==> src/rtl/hicore_icb_fill_master.sv <==
// hicore_icb_fill_master
// ICB initiator that either fills a word range with a pattern (mode=0) or
// reads the range back and XOR-folds it into a checksum (mode=1).
// Up to MAX_OUTS commands may be in flight, so a one-cycle-latency
// responder sees one command per cycle.
// Optional build macro: HICORE_FILL_INCR_EN -- when defined, word i of a
// fill is written with pattern + i instead of pattern.
module hicore_icb_fill_master #(
    parameter int ADDR_W   = 32,
    parameter int LEN_W    = 16,
    parameter int MAX_OUTS = 2
) (
    input  logic              clk,
    input  logic              rst,
    input  logic              start,
    input  logic              mode,
    input  logic [ADDR_W-1:0] base_addr,
    input  logic [LEN_W-1:0]  len,
    input  logic [31:0]       pattern,
    output logic              busy,
    output logic              done,
    output logic              err,
    output logic [31:0]       checksum,
    output logic              icb_cmd_valid,
    input  logic              icb_cmd_ready,
    output logic              icb_cmd_read,
    output logic [ADDR_W-1:0] icb_cmd_addr,
    output logic [31:0]       icb_cmd_wdata,
    output logic [3:0]        icb_cmd_wmask,
    input  logic              icb_rsp_valid,
    output logic              icb_rsp_ready,
    input  logic              icb_rsp_err,
    input  logic [31:0]       icb_rsp_rdata
);

    localparam logic [1:0] S_IDLE  = 2'd0;
    localparam logic [1:0] S_RUN   = 2'd1;
    localparam logic [1:0] S_DRAIN = 2'd2;

    // Three bits hold any in-flight count from 0 up to the largest MAX_OUTS of 4
    localparam int              OUTS_W   = 3;
    localparam logic [OUTS_W-1:0] OUTS_MAX = OUTS_W'(MAX_OUTS);

    logic [1:0]        r_state;
    logic              r_mode;
    logic [ADDR_W-1:0] r_base;
    logic [LEN_W-1:0]  r_len;
    logic [31:0]       r_pattern;
    logic [LEN_W-1:0]  r_issued;
    logic [LEN_W-1:0]  r_received;
    logic [OUTS_W-1:0] r_outs;
    logic              r_busy;
    logic              r_done;
    logic              r_err;
    logic [31:0]       r_checksum;

    logic              w_canIssue;
    logic              w_cmdHs;
    logic              w_rspHs;
    logic              w_outsDec;
    logic [ADDR_W-1:0] w_addr;
    logic [31:0]       w_wdata;
    logic [LEN_W-1:0]  w_issuedNext;
    logic [LEN_W-1:0]  w_receivedNext;

    // Responses are always accepted so stray ones after a reset drain away
    assign icb_rsp_ready = 1'b1;

    assign busy     = r_busy;
    assign done     = r_done;
    assign err      = r_err;
    assign checksum = r_checksum;

    // A command is offered while words remain and the in-flight window has room
    assign w_canIssue = (r_state == S_RUN) && (r_issued < r_len) && (r_outs < OUTS_MAX);
    assign w_cmdHs    = w_canIssue && icb_cmd_ready;
    // Responses only count while an operation is live; in IDLE they are dropped
    assign w_rspHs    = icb_rsp_valid && (r_state != S_IDLE);
    // Guard against underflow, but allow a same-cycle command to balance it
    assign w_outsDec  = w_rspHs && ((r_outs != '0) || w_cmdHs);

    assign w_issuedNext   = r_issued + LEN_W'(1);
    assign w_receivedNext = r_received + LEN_W'(1);

    // Word address wraps modulo 2^ADDR_W purely through adder overflow
    assign w_addr = r_base + (ADDR_W'(r_issued) << 2);

`ifdef HICORE_FILL_INCR_EN
    assign w_wdata = r_pattern + 32'(r_issued);
`else
    assign w_wdata = r_pattern;
`endif

    // Command fields derive from registers only, so they stay stable until accepted
    always_comb begin
        icb_cmd_valid = w_canIssue;
        icb_cmd_read  = w_canIssue && r_mode;
        icb_cmd_addr  = w_canIssue ? w_addr : '0;
        icb_cmd_wmask = (w_canIssue && !r_mode) ? 4'hF : 4'h0;
        icb_cmd_wdata = (w_canIssue && !r_mode) ? w_wdata : 32'h0;
    end

    // Operation sequencing, counters and result accumulation
    always_ff @(posedge clk) begin
        if (rst) begin
            r_state    <= S_IDLE;
            r_mode     <= 1'b0;
            r_base     <= '0;
            r_len      <= '0;
            r_pattern  <= 32'h0;
            r_issued   <= '0;
            r_received <= '0;
            r_outs     <= '0;
            r_busy     <= 1'b0;
            r_done     <= 1'b0;
            r_err      <= 1'b0;
            r_checksum <= 32'h0;
        end else begin
            r_done <= 1'b0;
            case (r_state)
                S_IDLE: begin
                    if (start) begin
                        r_mode     <= mode;
                        r_base     <= base_addr & ~ADDR_W'(3);
                        r_len      <= len;
                        r_pattern  <= pattern;
                        r_issued   <= '0;
                        r_received <= '0;
                        r_outs     <= '0;
                        r_err      <= 1'b0;
                        r_checksum <= 32'h0;
                        r_busy     <= 1'b1;
                        // An empty range skips RUN and finishes straight out of DRAIN
                        r_state    <= (len == '0) ? S_DRAIN : S_RUN;
                    end
                end
                S_RUN, S_DRAIN: begin
                    if (w_cmdHs) begin
                        r_issued <= w_issuedNext;
                    end
                    case ({w_cmdHs, w_outsDec})
                        2'b10:   r_outs <= r_outs + OUTS_W'(1);
                        2'b01:   r_outs <= r_outs - OUTS_W'(1);
                        default: r_outs <= r_outs;
                    endcase
                    if (w_rspHs) begin
                        r_received <= w_receivedNext;
                        if (icb_rsp_err) begin
                            r_err <= 1'b1;
                        end
                        if (r_mode) begin
                            r_checksum <= r_checksum ^ icb_rsp_rdata;
                        end
                    end
                    if (w_rspHs && (w_receivedNext == r_len)) begin
                        r_done  <= 1'b1;
                        r_busy  <= 1'b0;
                        r_state <= S_IDLE;
                    end else if ((r_state == S_DRAIN) && (r_received == r_len)) begin
                        r_done  <= 1'b1;
                        r_busy  <= 1'b0;
                        r_state <= S_IDLE;
                    end else if ((r_state == S_RUN) && w_cmdHs && (w_issuedNext == r_len)) begin
                        r_state <= S_DRAIN;
                    end
                end
                default: begin
                    r_state <= S_IDLE;
                end
            endcase
        end
    end

endmodule

==> config.mk <==
export PLATFORM = sky130hd
export DESIGN_NAME = hicore_icb_fill_master
export DESIGN_NICKNAME = d
export VERILOG_FILES = /design/src/rtl/hicore_icb_fill_master.sv
export SDC_FILE = /design/constraint.sdc
export NUM_CORES = 1
export LEC_CHECK = 0
export CAP_MARGIN = 20
export CORE_ASPECT_RATIO = 1.5
export CORE_MARGIN = 8
export CORE_UTILIZATION = 54
export CTS_CLUSTER_DIAMETER = 50
export DETAILED_ROUTE_END_ITERATION = 10
export PLACE_DENSITY = 0.87
export SYNTH_ARGS = -nofsm -noshare
export SYNTH_HDL_FRONTEND = slang
export SYNTH_SLANG_ARGS = --single-unit
==> constraint.sdc <==
create_clock -name clk -period 9.1 [get_ports clk]
set_input_delay 2.275 -clock clk [delete_from_list [all_inputs] [get_ports clk]]
set_output_delay 2.275 -clock clk [all_outputs]
set_load 0.1 [all_outputs]
Yosys cells after proc, flatten, opt, wreduce, memory -nomap -nowiden. Index checks and enable logic that the tools add are counted.

Latch bits: 0. Output and inout port bits: 106. Bits in registers: 151. Bits in writable memories: 0. Memories: 0. Logic and storage cells: 95. Memory bits (read-only): 0. Input bits: 119.

Equality and inequality tests: 15. Add/sub/neg operators: 5. Shift operators: 0. Div/mod/pow operators: 0. Muxes and demuxes: 31. Bitwise operators: 2. $mul: 0. Order comparisons: 2. Reduce and logical (&&, ||, !) cells: 28.

Operator list (count): two-way mux 32 bit (5); case mux 16 bit (2 select lines) (2); case mux 32 bit (2 select lines) (1); == test 16 bit (3); two-way mux 16 bit (3); adder 16 x 1 -> 16 bit (second input constant) (2); adder 32 x 18 -> 32 bit (1); bitwise XOR 32 bit (1); zero test 16 bit (1); less-than comparator 16 bit (1); case mux 3 bit (2 select lines) (2); AND reduction 3 bit (4); logical AND 1 bit (11); two-way mux 2 bit (5); inequality test 2 bit (second input constant) (5); two-way mux 1 bit (8); AND reduction 4 bit (2); == test 2 x 1 -> 1 bit (second input constant) (2); == test 2 bit (second input constant) (2); two-way mux 4 bit (1); inequality test 4 bit (second input constant) (1); case mux 1 bit (2 select lines) (2); case mux 2 bit (2 select lines) (1); AND reduction 2 bit (2); other kinds (13) (15).

Depth between registers and ports, before layout.
Depth in word-level cells: 10. Gate-level depth with buffers: 16. Mapped depth without buffers: 14.

Worst setup path before layout. OpenSTA, ideal clock, no wires.

Path kind: register -> output. Start: register r_len[1]. End: output icb_cmd_addr[15]. Path buffers: 2. Setup slack: 0.239 ns. Required time: 6.825 ns. Cell stages (with the launch flop): 11. Data arrival time: 6.586 ns. Cell sequence: dfxtp_1 > clkbuf_1 > inv_1 > ha_1 > nor2b_1 > o211ai_1 > a31oi_1 > o31ai_1 > nand2_1 > clkbuf_1 > a2111oi_0.

Longest elaborated chain between the ends: 4.

RTL lines: start, declared (RTL line 47) `logic [LEN_W-1:0] r_len;`; start signal, assigned (RTL line 125) `r_len <= len;`; less-than comparator 16 bit (RTL line 75) `assign w_canIssue = (r_state == S_RUN) && (r_issued < r_len) && (r_outs < OUTS_MAX);`; logical AND 1 bit (2 in series) (RTL line 75); two-way mux 32 bit (RTL line 98) `icb_cmd_addr = w_canIssue ? w_addr : '0;`; end, declared (RTL line 27) `output logic [ADDR_W-1:0] icb_cmd_addr,`.

No other way between the ends.

Worst setup path in the final report.
Start: register r_issued[0]. End: output icb_cmd_addr[26].

Longest elaborated chain between the ends: 4. Elaborated cells on any way between the ends: 5. Classes of those cells: 1 x add/sub; 1 x order compare; 1 x mux; 2 x reduce/logical.

RTL lines: start, declared (RTL line 49) `logic [LEN_W-1:0] r_issued;`; start signal, assigned (RTL line 139) `r_issued <= w_issuedNext;`; branches (longest 3 deep; another with adder 32 x 18 -> 32 bit); two-way mux 32 bit * (RTL line 98).

Every way passes the cells marked *.

==> impl_metrics.tcl <==
set metrics [dict create \
    outcome "completed" \
    viasPerCell 5.89 \
    finClkSkew_ns 0.00931 \
    die_h_um 173 \
    core_um2 16100 \
    report.final.slew_viol_count 0 \
    drt-pass1-iter-count 5 \
    synth_top_cell_area_share 0.341 \
    hp-class "reg -> reg" \
    grt_pass1_vias 9373 \
    ys_top_cells_by_area "dfxtp_1 (34%), nand2_1 (10%), a21oi_1 (7.3%)" \
    critPathCaptureType "output port" \
    nNetsFinal 1501 \
    syn_inst 1173 \
    cts.htree.levels 4 \
    ant_nets 0 \
    whs_path_depth 2 \
    synth_edf_count 0 \
    initial_core_util 0.550 \
    relSlewSlack 0.281 \
    wl_um 30000 \
    routedWlPerCell_um 19.2 \
    grt_max_degree 81 \
    ys_top_cells_by_count "nand2_1 (240), dfxtp_1 (151), a21oi_1 (129), nor2_1 (105), clkbuf_1 (61)" \
    yosys_warnings 0 \
    clkSinkCount 151 \
    period_needed_ns 7.09 \
    power_density_nw_per_um2 169 \
    cp_max_fo 10 \
    dieArea_um2 20800 \
    holdBufCountCts 0 \
    grt_setup_unrepaired "false" \
    cts_tree "done" \
    hold_viol 0 \
    synth_cell_types 65 \
    drive_gt1_frac 0.0450 \
    synth-async-reset-ratio 0 \
    tightest_slew_ns 1.08 \
    p_total_mw 1.97 \
    cts_resized 0 \
    p_leak_nw 4.48 \
    rows 57 \
    cts.path.max_buffers 2 \
    grtUsageTotal 0.285 \
    synth-seq-area-share 0.341 \
    worstSetupPathType "reg -> out" \
    yosysMostFrequentCell "nand2_1" \
    dp_hpwl_um 21900 \
    grt_first_pass_wirelength_um 47800 \
    overflow 0 \
    insertion_delay_ns 0.43 \
    drt-initial-drc-count 685 \
    post_cts_buffers 0 \
    cts-root-buf "clkbuf_16" \
    remaining_drc_errors 0 \
    maxCapViolations 0 \
    ys_ff_latch 151 \
    ios 225 \
    ir_drop_mv 0.126 \
    cts_buffers 17 \
    yosys.area.top_type "dfxtp_1" \
    arrival_ns 4.81 \
    diodes 0 \
    setup_tns_ns 0 \
    ys.flop_type "dfxtp_1" \
    syn2layout_area_growth_pct 31.5 \
    synthesis.area_um2 8860 \
    gp_congestion 0.927 \
    setup_viol 0 \
    antenna_found_initial 0 \
    die_w_um 121 \
    clkTransAtPathRegs_ns 0.06 \
    r2r_cells 13 \
    min_period_over_period 0.779 \
    syn_avg_cell_area_um2 7.55 \
    max_freq_mhz 141 \
    vias 9192 \
    cp.required_ns 6.83 \
    port_buffers 219 \
    startpoint_type "flip-flop" \
]
per-stage QoR:
step	setup slack, ns	utilization	area, um^2	hold WS (ns)	instances
finish	2.01	0.723	11600	0.450	1561
detailed placement	2.54	0.684	11000	0.443	1529
CTS	2.02	0.723	11600	0.453	1561
global placement	2.54	0.684	11000	0.437	1529
global route	1.73	0.723	11600	0.475	1561
floorplan	0.239	-	8860	0.432	1174
path summary, 6_finish.rpt:
check	start	end	slack, ns
worst min register to register	r_pattern[21]$_SDFFE_PP0P_	r_pattern[21]$_SDFFE_PP0P_	0.45
worst min-delay path	r_pattern[21]$_SDFFE_PP0P_	r_pattern[21]$_SDFFE_PP0P_	0.45
worst max register to register	r_len[1]$_SDFFE_PP0P_	r_outs[2]$_SDFFE_PP0P_	5.01
worst max-delay path	r_issued[0]$_SDFFE_PP0P_	icb_cmd_addr[26]	2.01
critical path: stages (launching register included):
cell,delay [ns]
dfxtp_1,0.41
ha_1,0.28
fa_1,0.44
a211oi_1,0.37
o211ai_1,0.22
a31oi_1,0.29
o31ai_1,0.16
o21bai_1,0.57
nor3b_1,0.15
xnor2_1,0.16
nor2_1,0.14
clkdlybuf4s50_1,1.18
power breakdown:
group          switching (mW)  internal (mW)  leakage (nW)  total [mW]
registers              0.0311          0.697          1.23       0.728
logic                   0.336          0.153          2.94       0.489
clock network           0.321          0.434         0.310       0.755
total                   0.688           1.28          4.48        1.97
layout by cell type, fill, tap and decap left out, types with 5 or more instances in the layout:
master,netlist,layout
nand2_1,240,239
or3_1,15,15
nor2b_1,9,9
nor4b_1,5,5
and2_1,8,7
a21oi_1,129,128
or2_2,7,7
clkdlybuf4s50_1,0,218
nor2_1,105,105
nand3_1,25,25
inv_6,0,5
clkbuf_16,0,17
nor3b_1,5,5
xor2_1,54,54
nor4_1,12,12
a21o_1,7,7
dfxtp_1,151,151
or4_1,11,11
and4_1,8,8
o21ai_0,35,35
xnor2_1,44,44
nand3b_1,7,7
nand4b_1,5,5
o31ai_1,5,5
buf_4,7,7
a211oi_1,6,6
and3_1,46,46
nand4_1,13,13
inv_1,26,26
ha_1,38,38
a31oi_1,12,12
nor3_1,14,14
a311oi_1,5,5
logic make-up after synthesis:
family | Yosys count | synth area share
other cells | 2 | 0.000848
buf+inv | 102 | 0.0497
fa+ha+maj | 40 | 0.0582
simple gates | 547 | 0.297
flops | 151 | 0.341
mux | 6 | 0.00706
xor+xnor | 99 | 0.0987
compound gates | 226 | 0.147
per-layer routing:
layer / vias to the layer above / track usage / wire [um]
li1: 4369 / - / -
met1: 4329 / 0.284 / 10500
met2: 386 / 0.508 / 15500
met3: 108 / 0.0867 / 2380
met4: 0 / 0.166 / 1720
met5: - / 0 / 0
cell type report:
| cell class | count | area (um^2) |
|---|---|---|
| multi-input cells | 921 | 5410 |
| fillers | 1254 | 4470 |
| flip-flops and latches | 151 | 3020 |
| repair buffers | 225 | 2230 |
| clock buffers | 19 | 453 |
| well taps | 206 | 258 |
| clock inverters | 13 | 174 |
| inverters | 26 | 97.6 |
sequential cells by signal, summed over array words and instances (netlist names):
name        count
done            1
r_mode          1
r_base         30
checksum       32
r_pattern      32
r_len          16
r_received     16
err             1
r_issued       16
r_state         2
busy            1
r_outs          3
No activity file was read; power rests on OpenSTA's default activity.
